File: src/rtl/csi_raw_crop_gray.sv
// RAW8 CSI-2 beat cropper: window select, grey RGB888 expansion,
// pixel-pair FIFO and one-pixel-per-clock serializer with SOF/SOL markers.
module csi_raw_crop_gray #(
  parameter int NUM_LANES   = 2,
  parameter int NUM_RAW     = 8,
  parameter int LINE_PIXELS = 1280,
  parameter int FRAME_LINES = 720,
  parameter int CROP_X0     = 0,
  parameter int CROP_W      = 640,
  parameter int CROP_Y0     = 0,
  parameter int CROP_H      = 480,
  parameter int FIFO_DEPTH  = 16
) (
  input  logic                         clk,
  input  logic                         reset,
  input  logic                         frame_start,
  input  logic                         raw_valid,
  input  logic [NUM_LANES*NUM_RAW-1:0] raw_data,
  output logic                         pix_valid,
  input  logic                         pix_ready,
  output logic [23:0]                  pix_data,
  output logic                         pix_sof,
  output logic                         pix_sol,
  output logic                         frame_done,
  output logic                         overflow
);

  localparam int AW = $clog2(FIFO_DEPTH);

  localparam logic [15:0] X_LAST = 16'(LINE_PIXELS / 2 - 1);
  localparam logic [15:0] Y_LAST = 16'(FRAME_LINES - 1);
  localparam logic [15:0] X0     = 16'(CROP_X0);
  localparam logic [15:0] CW     = 16'(CROP_W);
  localparam logic [15:0] Y0     = 16'(CROP_Y0);
  localparam logic [15:0] CH     = 16'(CROP_H);
  localparam logic [AW:0] FULL_N = (AW+1)'(FIFO_DEPTH);
  localparam logic [AW:0] ONE_N  = (AW+1)'(1);

  typedef enum logic {
    F_WAIT,
    F_ACTIVE
  } fstate_t;

  typedef enum logic [1:0] {
    S_IDLE,
    S_LO,
    S_HI
  } sstate_t;

  typedef struct packed {
    logic       sof;
    logic       sol;
    logic [7:0] hi;
    logic [7:0] lo;
  } entry_t;

  fstate_t     fstate, fstate_n;
  sstate_t     ser, ser_n;
  logic [15:0] x, y, x_n, y_n;
  logic [15:0] cur_x, cur_y, x2;
  logic        beat, keep, last, last_x;
  logic        in_x, in_y;

  logic        st_keep, st_sol;
  logic [15:0] st_data;
  logic        armed;

  entry_t      mem [FIFO_DEPTH];
  entry_t      head;
  logic [AW-1:0] wr_ptr, rd_ptr;
  logic [AW:0]   count;
  logic        full, push_ok, retire;

  // Position of the current beat; frame_start overrides to (0,0).
  always_comb begin
    cur_x    = frame_start ? '0 : x;
    cur_y    = frame_start ? '0 : y;
    beat     = raw_valid && (frame_start || fstate == F_ACTIVE);
    x2       = cur_x << 1;
    in_x     = (x2 - X0) < CW;
    in_y     = (cur_y - Y0) < CH;
    keep     = beat && in_x && in_y;
    last_x   = cur_x == X_LAST;
    last     = beat && last_x && cur_y == Y_LAST;
    fstate_n = fstate;
    x_n      = x;
    y_n      = y;
    if (frame_start) begin
      fstate_n = F_ACTIVE;
      x_n      = '0;
      y_n      = '0;
    end
    if (beat) begin
      if (last) begin
        fstate_n = F_WAIT;
        x_n      = '0;
        y_n      = '0;
      end else if (last_x) begin
        x_n = '0;
        y_n = cur_y + 16'd1;
      end else begin
        x_n = cur_x + 16'd1;
        y_n = cur_y;
      end
    end
  end

  always_ff @(posedge clk or posedge reset) begin
    if (reset) begin
      fstate     <= F_WAIT;
      x          <= '0;
      y          <= '0;
      frame_done <= 1'b0;
      st_keep    <= 1'b0;
      st_sol     <= 1'b0;
      st_data    <= '0;
    end else begin
      fstate     <= fstate_n;
      x          <= x_n;
      y          <= y_n;
      frame_done <= last;
      st_keep    <= keep;
      st_sol     <= x2 == X0;
      st_data    <= raw_data;
    end
  end

  // Full is judged before any same-cycle retire.
  assign full    = count == FULL_N;
  assign push_ok = st_keep && !full;
  assign head    = mem[rd_ptr];

  always_ff @(posedge clk) begin
    if (push_ok) begin
      mem[wr_ptr] <= '{sof: armed, sol: st_sol,
                       hi: st_data[15:8], lo: st_data[7:0]};
    end
  end

  always_ff @(posedge clk or posedge reset) begin
    if (reset) begin
      wr_ptr   <= '0;
      rd_ptr   <= '0;
      count    <= '0;
      armed    <= 1'b0;
      overflow <= 1'b0;
    end else begin
      if (push_ok) wr_ptr <= wr_ptr + 1'b1;
      if (retire)  rd_ptr <= rd_ptr + 1'b1;
      unique case ({push_ok, retire})
        2'b10:   count <= count + ONE_N;
        2'b01:   count <= count - ONE_N;
        default: count <= count;
      endcase
      if (frame_start)  armed <= 1'b1;
      else if (push_ok) armed <= 1'b0;
      if (st_keep && full) overflow <= 1'b1;
    end
  end

  // The head entry stays counted until its high pixel is accepted.
  always_comb begin
    ser_n  = ser;
    retire = 1'b0;
    unique case (ser)
      S_IDLE: if (count != '0) ser_n = S_LO;
      S_LO:   if (pix_ready) ser_n = S_HI;
      S_HI: begin
        if (pix_ready) begin
          retire = 1'b1;
          ser_n  = (count > ONE_N) ? S_LO : S_IDLE;
        end
      end
      default: ser_n = S_IDLE;
    endcase
  end

  always_ff @(posedge clk or posedge reset) begin
    if (reset) ser <= S_IDLE;
    else       ser <= ser_n;
  end

  always_comb begin
    pix_valid = ser != S_IDLE;
    pix_data  = '0;
    pix_sof   = 1'b0;
    pix_sol   = 1'b0;
    unique case (ser)
      S_LO: begin
        pix_data = {3{head.lo}};
        pix_sof  = head.sof;
        pix_sol  = head.sol;
      end
      S_HI:    pix_data = {3{head.hi}};
      default: pix_data = '0;
    endcase
  end

endmodule

File: config.mk
export PLATFORM = sky130hd
export DESIGN_NAME = csi_raw_crop_gray
export DESIGN_NICKNAME = d
export VERILOG_FILES = /design/src/rtl/csi_raw_crop_gray.sv
export SDC_FILE = /design/constraint.sdc
export NUM_CORES = 1
export LEC_CHECK = 0
export BUFFER_PORTS_ARGS = -buffer_cell sky130_fd_sc_hd__buf_2
export CORE_UTILIZATION = 40
export DETAILED_ROUTE_END_ITERATION = 7
export MAX_ROUTING_LAYER = met4
export REMOVE_ABC_BUFFERS = 1
export SLEW_MARGIN = 25
export SYNTH_ARGS = -nofsm -noshare
export SYNTH_HDL_FRONTEND = slang
export SYNTH_SLANG_ARGS = --single-unit
File: constraint.sdc
create_clock -name clk -period 3.2 [get_ports clk]
set_input_delay 0.16 -clock clk [delete_from_list [all_inputs] [get_ports clk]]
set_output_delay 0.16 -clock clk [all_outputs]
set_load 0.03 [all_outputs]
==> summary by stage, run 1 <==
Timing
The final hold slack is 19.17 ps. The headroom to the max-slew limit is 53.44%. The minimum clock period after layout is 2958 ps. The number of failing hold endpoints at the final stage is 0. Setup slack on the critical path of the routed design comes to 241.8 ps.

Setup violations remaining at the end of the flow were counted as 0. Setup repair after global routing left no endpoint under its margin. The worst-case clock skew is 26.16 ps. In the finished design, the share of the clock period the worst path needs comes to 92.44%. The achievable clock frequency is 338.0 MHz. The final max-slew violation count is 0. For the pin with the worst max-slew slack, the measured transition is 696.2 ps.

Final layout
The net count of the finished layout is 937. The antenna diode instance count is 0. The layout filler cell count is 3,027. The fraction of layout instances using a drive strength above 1 is 26.00%. At the end of the flow the core is filled with cells to 47.30%. The synthesis-to-finish area growth is 16.14%. The design area is 16,860 um^2.

GRT
The pin count of the biggest net entering global routing is 57. The total routing resource utilization after global routing is 17.21%. The wire length of the first global-routing pass is 45,180 um. The via count of the first global-routing pass is 7,534.

After global routing the overflow that remains totals 0. The number of antenna violations at the first check in global routing is 0.

Route
Before antenna repair, the detailed router went through 6 iterations. The routed layout has 7,363 vias. The average via count per standard cell is 5.305.

In this run, the number of DRC markers left after iteration 0 of detailed routing was 443. The final layout contains routed wiring with a total length of 29,690 um. The post-detailed-route count of antenna-violating nets is 0. The number of remaining DRC errors is 11. The mean routed wirelength per cell is 21.39 um.

Synthesis
Of all flip-flops after synthesis, the portion carrying an async set or reset was 19.33%. Each instance of the synthesized netlist takes up on average 18.06 um^2. In this run, distinct cell masters in the synthesized netlist total 53. The count of synthesis-stage warnings from yosys is 0. The main flop type after synthesis is sky130_fd_sc_hd__edfxtp_1. After technology mapping, the gate count stands at 804. The number of storage elements in the synthesis netlist is 357. The cell area after synthesis is 14,520 um^2. The number of enable-type register cells in the synthesized netlist is 288. The sequential-to-total area share from yosys stat is 71.45%.

CTS
The clock tree from TritonCTS is built. The root buffer selected by CTS is sky130_fd_sc_hd__clkbuf_16. Clock-pin slew was measured on the worst setup and hold paths at 60 ps. Counting the buffers created by CTS gives 37. The H-tree level count is 2. The number of gates resized after cts is 0. Counting along the longest clock path gives a buffer depth of 3.

The clock reaches the later pin of the worst-skew pair after 540 ps. The sink count of the clock tree is 357.

Placed design
Before CTS, the worst setup slack after placement is 626.6 ps. The post-DP HPWL is 17,280 um. The routability congestion estimate is 0.7840. Buffers placed on the I/O ports in this run total 49. The post-placement cell area is 15,440 um^2.

Hold path
The path type of the worst min-delay path is in2reg.

Worst setup path
The internal reg-to-reg setup slack is 760 ps. STA classifies the critical path endpoint as a primary output. The worst setup path category is reg2out. The highest fanout seen on the critical path is 8. Data on the critical path is required at its endpoint by 3040 ps. The critical path data arrival time is 2800 ps.

The element type at the critical path start is a register.

Floorplanning
The die covers 37,070 um^2. The die is 192.5 um tall. The placeable core region is 35,660 um^2. The die span in x is 192.5 um. The initial utilization of the core area, before any placement, comes to 40.72%. The number of I/O pins is 50. The number of standard-cell rows in the floorplan is 69.

Status
The final reports fail on design-rule violations. The run finished, with violations left.

Flow run
Max-cap violations in this run came to 0.

Pwr
For this design the ratio of total power to cell area is 829.8 nW/um^2. The maximum ir drop on the vdd rail is 0.3621 mV. The static leakage power is 5.752 nW.
worst paths after layout:
| check | from | end | depth (start not counted) |
|---|---|---|---|
| setup / recovery | ser[0]$_DFFE_PP0P_ | pix_data[5] | 6 |
| hold / removal | pix_ready | ser[0]$_DFFE_PP0P_ | 4 |
| setup reg to reg | x[11]$_DFF_PP0_ | y[13]$_DFF_PP0_ | 5 |
| hold reg to reg | overflow$_DFFE_PP0P_ | overflow$_DFFE_PP0P_ | 1 |
| max in group asynchronous | reset | st_data[7]$_DFF_PP0_ | 4 |
| min in group asynchronous | reset | x[0]$_DFF_PP0_ | 3 |
cells in the mapped netlist, drive strengths merged (2+ instances only):
master,count,area (um^2)
ha,18,225.2
clkbuf,17,63.81
or4,6,48.80
nand2,26,97.59
and2,6,38.79
nand3b,3,22.52
o21ai,10,50.05
nor4,4,25.02
xnor2,22,192.7
mux4,74,1667
nor3b,3,33.78
nor3,22,110.1
nand4,12,75.07
xor2,10,87.58
inv,17,63.81
o221ai,8,70.07
o211ai,2,15.01
a31oi,3,18.77
nor2,37,138.9
o22ai,2,12.51
mux2i,34,340.3
o31ai,2,15.01
nor4b,3,26.28
and3,5,32.53
and4,2,17.52
nor2b,10,62.56
mux2,2,22.52
buf,33,202.7
a21oi,10,50.05
nand3,13,70.07
nand2b,8,50.05
edfxtp,288,8648
or3,3,18.77
o32ai,2,17.52
dfrtp,69,1727
o22a,8,70.07
and3b,2,17.52
critical path, cell delays in order (launching register included):
cell,delay [ps]
sky130_fd_sc_hd__dfrtp_1,420
sky130_fd_sc_hd__inv_1,90
sky130_fd_sc_hd__ha_1,360
sky130_fd_sc_hd__nand3b_1,520
sky130_fd_sc_hd__buf_4,340
sky130_fd_sc_hd__o221ai_1,280
sky130_fd_sc_hd__buf_2,260
area by class of cell:
| type | instances | area (um^2) | share of cell area [%] |
|---|---|---|---|
| sequential | 357 | 10380 | 61.56 |
| clock buffer | 48 | 998.5 | 5.921 |
| inverter | 17 | 68.82 | 0.4081 |
| tap | 461 | 576.8 | 3.420 |
| timing repair buffer | 105 | 754.5 | 4.474 |
| multi-input combinational | 380 | 3865 | 22.92 |
| clock inverter | 20 | 219.0 | 1.298 |
where the power goes:
group          total [mW]  leakage (nW)  switching [mW]  internal, mW
combinational        3.84          1.68            2.16          1.68
clock                4.30         0.600            1.75          2.54
sequential           5.86          3.47           0.323          5.53
total                14.0          5.75            4.24          9.76
cells by family (layout without fill, tap and decap cells):
logic type                 after synthesis  count (layout)  synth area share [%]
adders and majority gates               18              18                 1.551
and+or+nand+nor                        170             170                 6.446
DFF                                    357             357                 71.45
buffers and inverters                   67             190                 2.275
xor gates and xnor gates                32              32                 1.930
AOI/OAI and AO/OA                       50              50                 2.370
muxes                                  110             110                 13.98
registers in the layout, summed over array words and instances, names as in the netlist, 2 cells and up:
signal   count
st_data     16
y           16
count        5
x           16
ser          2
rd_ptr       4
mem        288
wr_ptr       4
per-layer routing:
metal / GRT usage, % / vias up / share of wire [%] / wire length, um
met5: - / - / 0 / 0
li1: - / 3348 / - / -
met4: 4.906 / 0 / 2.0 / 601
met3: 3.110 / 43 / 4.3 / 1272
met2: 28.36 / 157 / 50 / 14850
met1: 21.81 / 3815 / 44 / 12970
metrics by stage:
| step | total power [mW] | cells | setup TNS (ps) |
|---|---|---|---|
| floorplan | 8.685 | 754 | -50130 |
| global placement | 9.802 | 1300 | 0 |
| detailed placement | 9.830 | 1300 | 0 |
| CTS | 14.16 | 1387 | 0 |
| global route | 14.63 | 1388 | 0 |
| finish | 13.99 | 1388 | 0 |
cells in the final DEF (no fill, tap or decap), drive strengths merged, types with 12 or more instances in the layout:
master       instances
buf                 86
clkbuf              48
clkinv              16
dfrtp               69
dlygate4sd3         19
edfxtp             288
ha                  18
inv                 17
mux2i               34
mux4                74
nand2               26
nand3               13
nand4               12
nor2                37
nor3                22
xnor2               22
what timing repair did:
action | in CTS | in global routing
endpoints found under the setup margin | 0 | 9
setup buffers | 0 | 1
hold endpoints to repair | 77 | 0
hold buffers | 19 | 0
No activity file was read; power rests on OpenSTA's default activity.
==> run 2: changes to the inputs <==
- ABC_AREA: unset -> 1
==> summary by stage, run 2 <==
Status
The run finished with clean final reports.

CTS
TritonCTS built the clock tree. The root buffer selected by CTS is sky130_fd_sc_hd__clkbuf_16. The clock slew seen by the registers of the worst setup and hold paths is 60 ps. The clock tree synthesis step divided the H-tree into 2 levels. The sink count of the clock tree is 357. TritonCTS created 40 clock buffers. The longest clock path from root to sink contains 3 buffers. The clock reaches the later pin of the worst-skew pair after 530 ps.

Pwr
The analysis attributes to cell leakage a power of 7.726 nW. The internal cell power is 9.631 mW. The power share of the sequential group is 38.3%. In this run the power density over the cells is 824.8 nW/um^2. The net switching power of the design is 5.626 mW. Of the total power, combinational logic draws 32.8%.

The relative contribution of the clock network to total power is 29.0%. The completed layout was analyzed and its total power is 15.26 mW. The maximum ir drop on the vdd rail is 0.4289 mV.

The switching share of total power is 36.88%.

Floorplanning
The region available for standard cell placement spans 39,820 um^2. During I/O placement, the number of pins put on the boundary was 50. The floorplan die area is 41,200 um^2. The number of standard-cell rows in the floorplan is 73.

The height of the die is 203.0 um. The starting density of the core is 40.58%. The die span in x is 203.0 um.

Final layout
The utilization after layout is 46.45%. Counting flops per register, the top entry is mem. Leaving out filler cells and counting taps, the final layout contains 2,242. The number of antenna diodes in the final layout is 0. Counting the fill cells in the layout gives 3,777. Registers take 10,380 um^2. The most common library cell in the layout ignoring fill and taps is sky130_fd_sc_hd__nand2_1. The synthesis-to-finish area growth is 14.48%. The net count of the finished layout is 1,727. Once layout is done, the placed cells without fillers occupy 18,500 um^2. The post-route netlist has 12.64% of its cells at a drive strength greater than 1. Leaving out fill and tap cells, the most frequent cells in the layout are sky130_fd_sc_hd__nand2_1, sky130_fd_sc_hd__edfxtp_1, sky130_fd_sc_hd__nand3_1. The multi-input combinational cell area is 4748 um^2. The number of flip-flops in the largest register is 288.

Synthesis
The most used standard cell by instance count after synthesis is sky130_fd_sc_hd__nand2_1. The main flop type after synthesis is sky130_fd_sc_hd__edfxtp_1. The count of synthesis-stage warnings from yosys is 0. After synthesis, the netlist uses 41 different library cells. The synthesized area per cell is 10.00 um^2. After synthesis, the cell types taking the most area are sky130_fd_sc_hd__edfxtp_1, sky130_fd_sc_hd__nand2_1, sky130_fd_sc_hd__dfrtp_1, sky130_fd_sc_hd__nand3_1, sky130_fd_sc_hd__inv_1. The cell area after synthesis is 16,160 um^2. The async set-or-reset flop fraction in the synthesized netlist is 19.33%. The synthesized design contains 288 enable-type register cells. The portion of synthesized cell area occupied by the leading cell type is 53.52%. The cell type with the highest aggregate area in the netlist is sky130_fd_sc_hd__edfxtp_1. Sequential cells were found to cover 64.20% of the synthesized design area. The commonest cells after synthesis are sky130_fd_sc_hd__nand2_1, sky130_fd_sc_hd__edfxtp_1, sky130_fd_sc_hd__nand3_1. The number of storage elements in the synthesis netlist is 357. The gate count after technology mapping is 1,616.

Worst setup path
The highest fanout seen on the critical path is 52. The worst setup path is of the reg2out kind. The element type at the critical path start is a register. The worst setup path is captured at a primary output.

The critical path data required time is 3040 ps. Data arrives at the worst endpoint at 2750 ps. The internal reg-to-reg setup slack is 650 ps.

Timing
For this run, the top clock speed supported by timing is 343.4 MHz. The clock period could shrink to 2912 ps. The final max-slew violation count is 0. Setup violations remaining at the end of the flow were counted as 0. The final critical path takes up 91.00% of the cycle. Setup repair after global routing left no endpoint under its margin.

Across all setup checks in the final design, the least slack found is 288.0 ps. For the final routed database, the setup TNS stands at 0 ps. The transition time at the pin with the least slew margin is 762.3 ps. Final hold analysis gives a worst-case slack of 22.28 ps. The number of failing hold endpoints at the final stage was 0.

In this run the tightest slew margin relative to its limit is 49.18%. The worst-case clock skew is 14.36 ps.

Placed design
The number of placed instances with taps included is 2,154. The worst slack at placement is 654.9 ps. Detailed placement ended at an HPWL of 24,350 um.

The routability congestion estimate is 0.9284. Port buffering added 49 buffers. The post-placement cell area is 17,070 um^2.

Route
The post-detailed-route count of antenna-violating nets is 0. The number of remaining DRC errors is 0. The violation count after the first detailed-routing iteration is 874. The routed wire length is 40,260 um. The count of vias placed by the detailed router is 11.38k. After detailed routing, the number of vias per cell comes to 5.077. After detailed routing, the average wire length per cell comes to 17.96 um. For this run, the detailed router's first-pass iteration total came to 5.

GRT
The via count of the first global-routing pass was 11.20k. The met3 global-route usage is 3.178%. The number of antenna violations at the first check in global routing came to 0. The total routing resource utilization after global routing is 20.51%.

Entering global routing, the biggest net connects 98 pins. The first global-routing pass estimated 63,180 um of wire. The total overflow left after global routing is 0. The met2 track utilization from global routing is 32.63%. Global routing used 26.76% of the available met1 tracks.

After global routing, the most crowded layer is met2.

Hold path
The worst hold path belongs to the class in2reg.

Flow run
The number of maximum-capacitance constraint violations is 0.
-- run 2: cell count changes after synthesis, sizes merged, moves of 10 or more --
cell / change
buf: +26
xnor2: -16
mux2i: -34
mux4: -74
o21ai: +47
nor2b: -10
nand2: +498
nand4: +10
nor2: +101
nand3: +169
inv: +144
-- run 2: cells by family after synthesis --
| family | after synthesis | share of synthesized area (%) |
|---|---|---|
| AND/OR/NAND/NOR | 884 | 23.55 |
| flip-flops | 357 | 64.20 |
| buffers and inverters | 246 | 6.659 |
| AO/OA/AOI/OAI | 87 | 2.896 |
| XOR/XNOR | 24 | 1.301 |
| adder cells (fa/ha/maj) | 18 | 1.394 |
-- run 2: final cells by class --
class	instances	area share, %
flip-flops and latches	357	56.11
clock buffers	58	6.162
clock inverters	13	0.6425
multi-input cells	1013	25.67
repair buffers	113	4.491
well taps	525	3.551
inverters	163	3.375
-- run 2: power groups by stage --
stage	logic, mW	clock network [mW]	registers, mW
finish	5.00	4.42	5.84
global route	5.55	4.70	5.89
CTS	5.04	4.50	5.84
detailed placement	5.00	0	5.93
global placement	4.96	0	5.91
floorplan	2.93	0	6.14
-- run 2: routing by layer --
metal	wire length [um]	up-vias
met5	0	-
met4	1056	0
met3	2380	73
met2	19300	305
met1	17520	5566
li1	-	5439
-- run 2: worst paths after layout --
| check | start | cells past startpoint | end |
|---|---|---|---|
| setup / recovery | rd_ptr[1]$_DFFE_PP0P_ | 8 | pix_data[10] |
| hold / removal | pix_ready | 3 | rd_ptr[0]$_DFFE_PP0P_ |
| setup reg to reg | count[0]$_DFFE_PP0P_ | 8 | mem[5][1]$_DFFE_PP_ |
| hold reg to reg | fstate$_DFF_PP0_ | 2 | fstate$_DFF_PP0_ |
| max in group asynchronous | reset | 4 | rd_ptr[0]$_DFFE_PP0P_ |
| min in group asynchronous | reset | 3 | st_data[10]$_DFF_PP0_ |
-- run 2: timing repair --
action | CTS | global route
setup buffers | 0 | 0
hold endpoints to repair | 60 | 0
hold buffers | 17 | 0
endpoints found under the setup margin | 0 | 0
resized for setup | 0 | 0
-- run 2: worst max-delay path: stages (launching register included) --
cell and delay, ps:
sky130_fd_sc_hd__dfrtp_2 710, sky130_fd_sc_hd__buf_12 320, sky130_fd_sc_hd__nand3_1 140, sky130_fd_sc_hd__nand3_1 110, sky130_fd_sc_hd__nand3_1 120, sky130_fd_sc_hd__nand2_1 140
sky130_fd_sc_hd__nand2_1 70, sky130_fd_sc_hd__a21oi_1 320, sky130_fd_sc_hd__buf_2 270
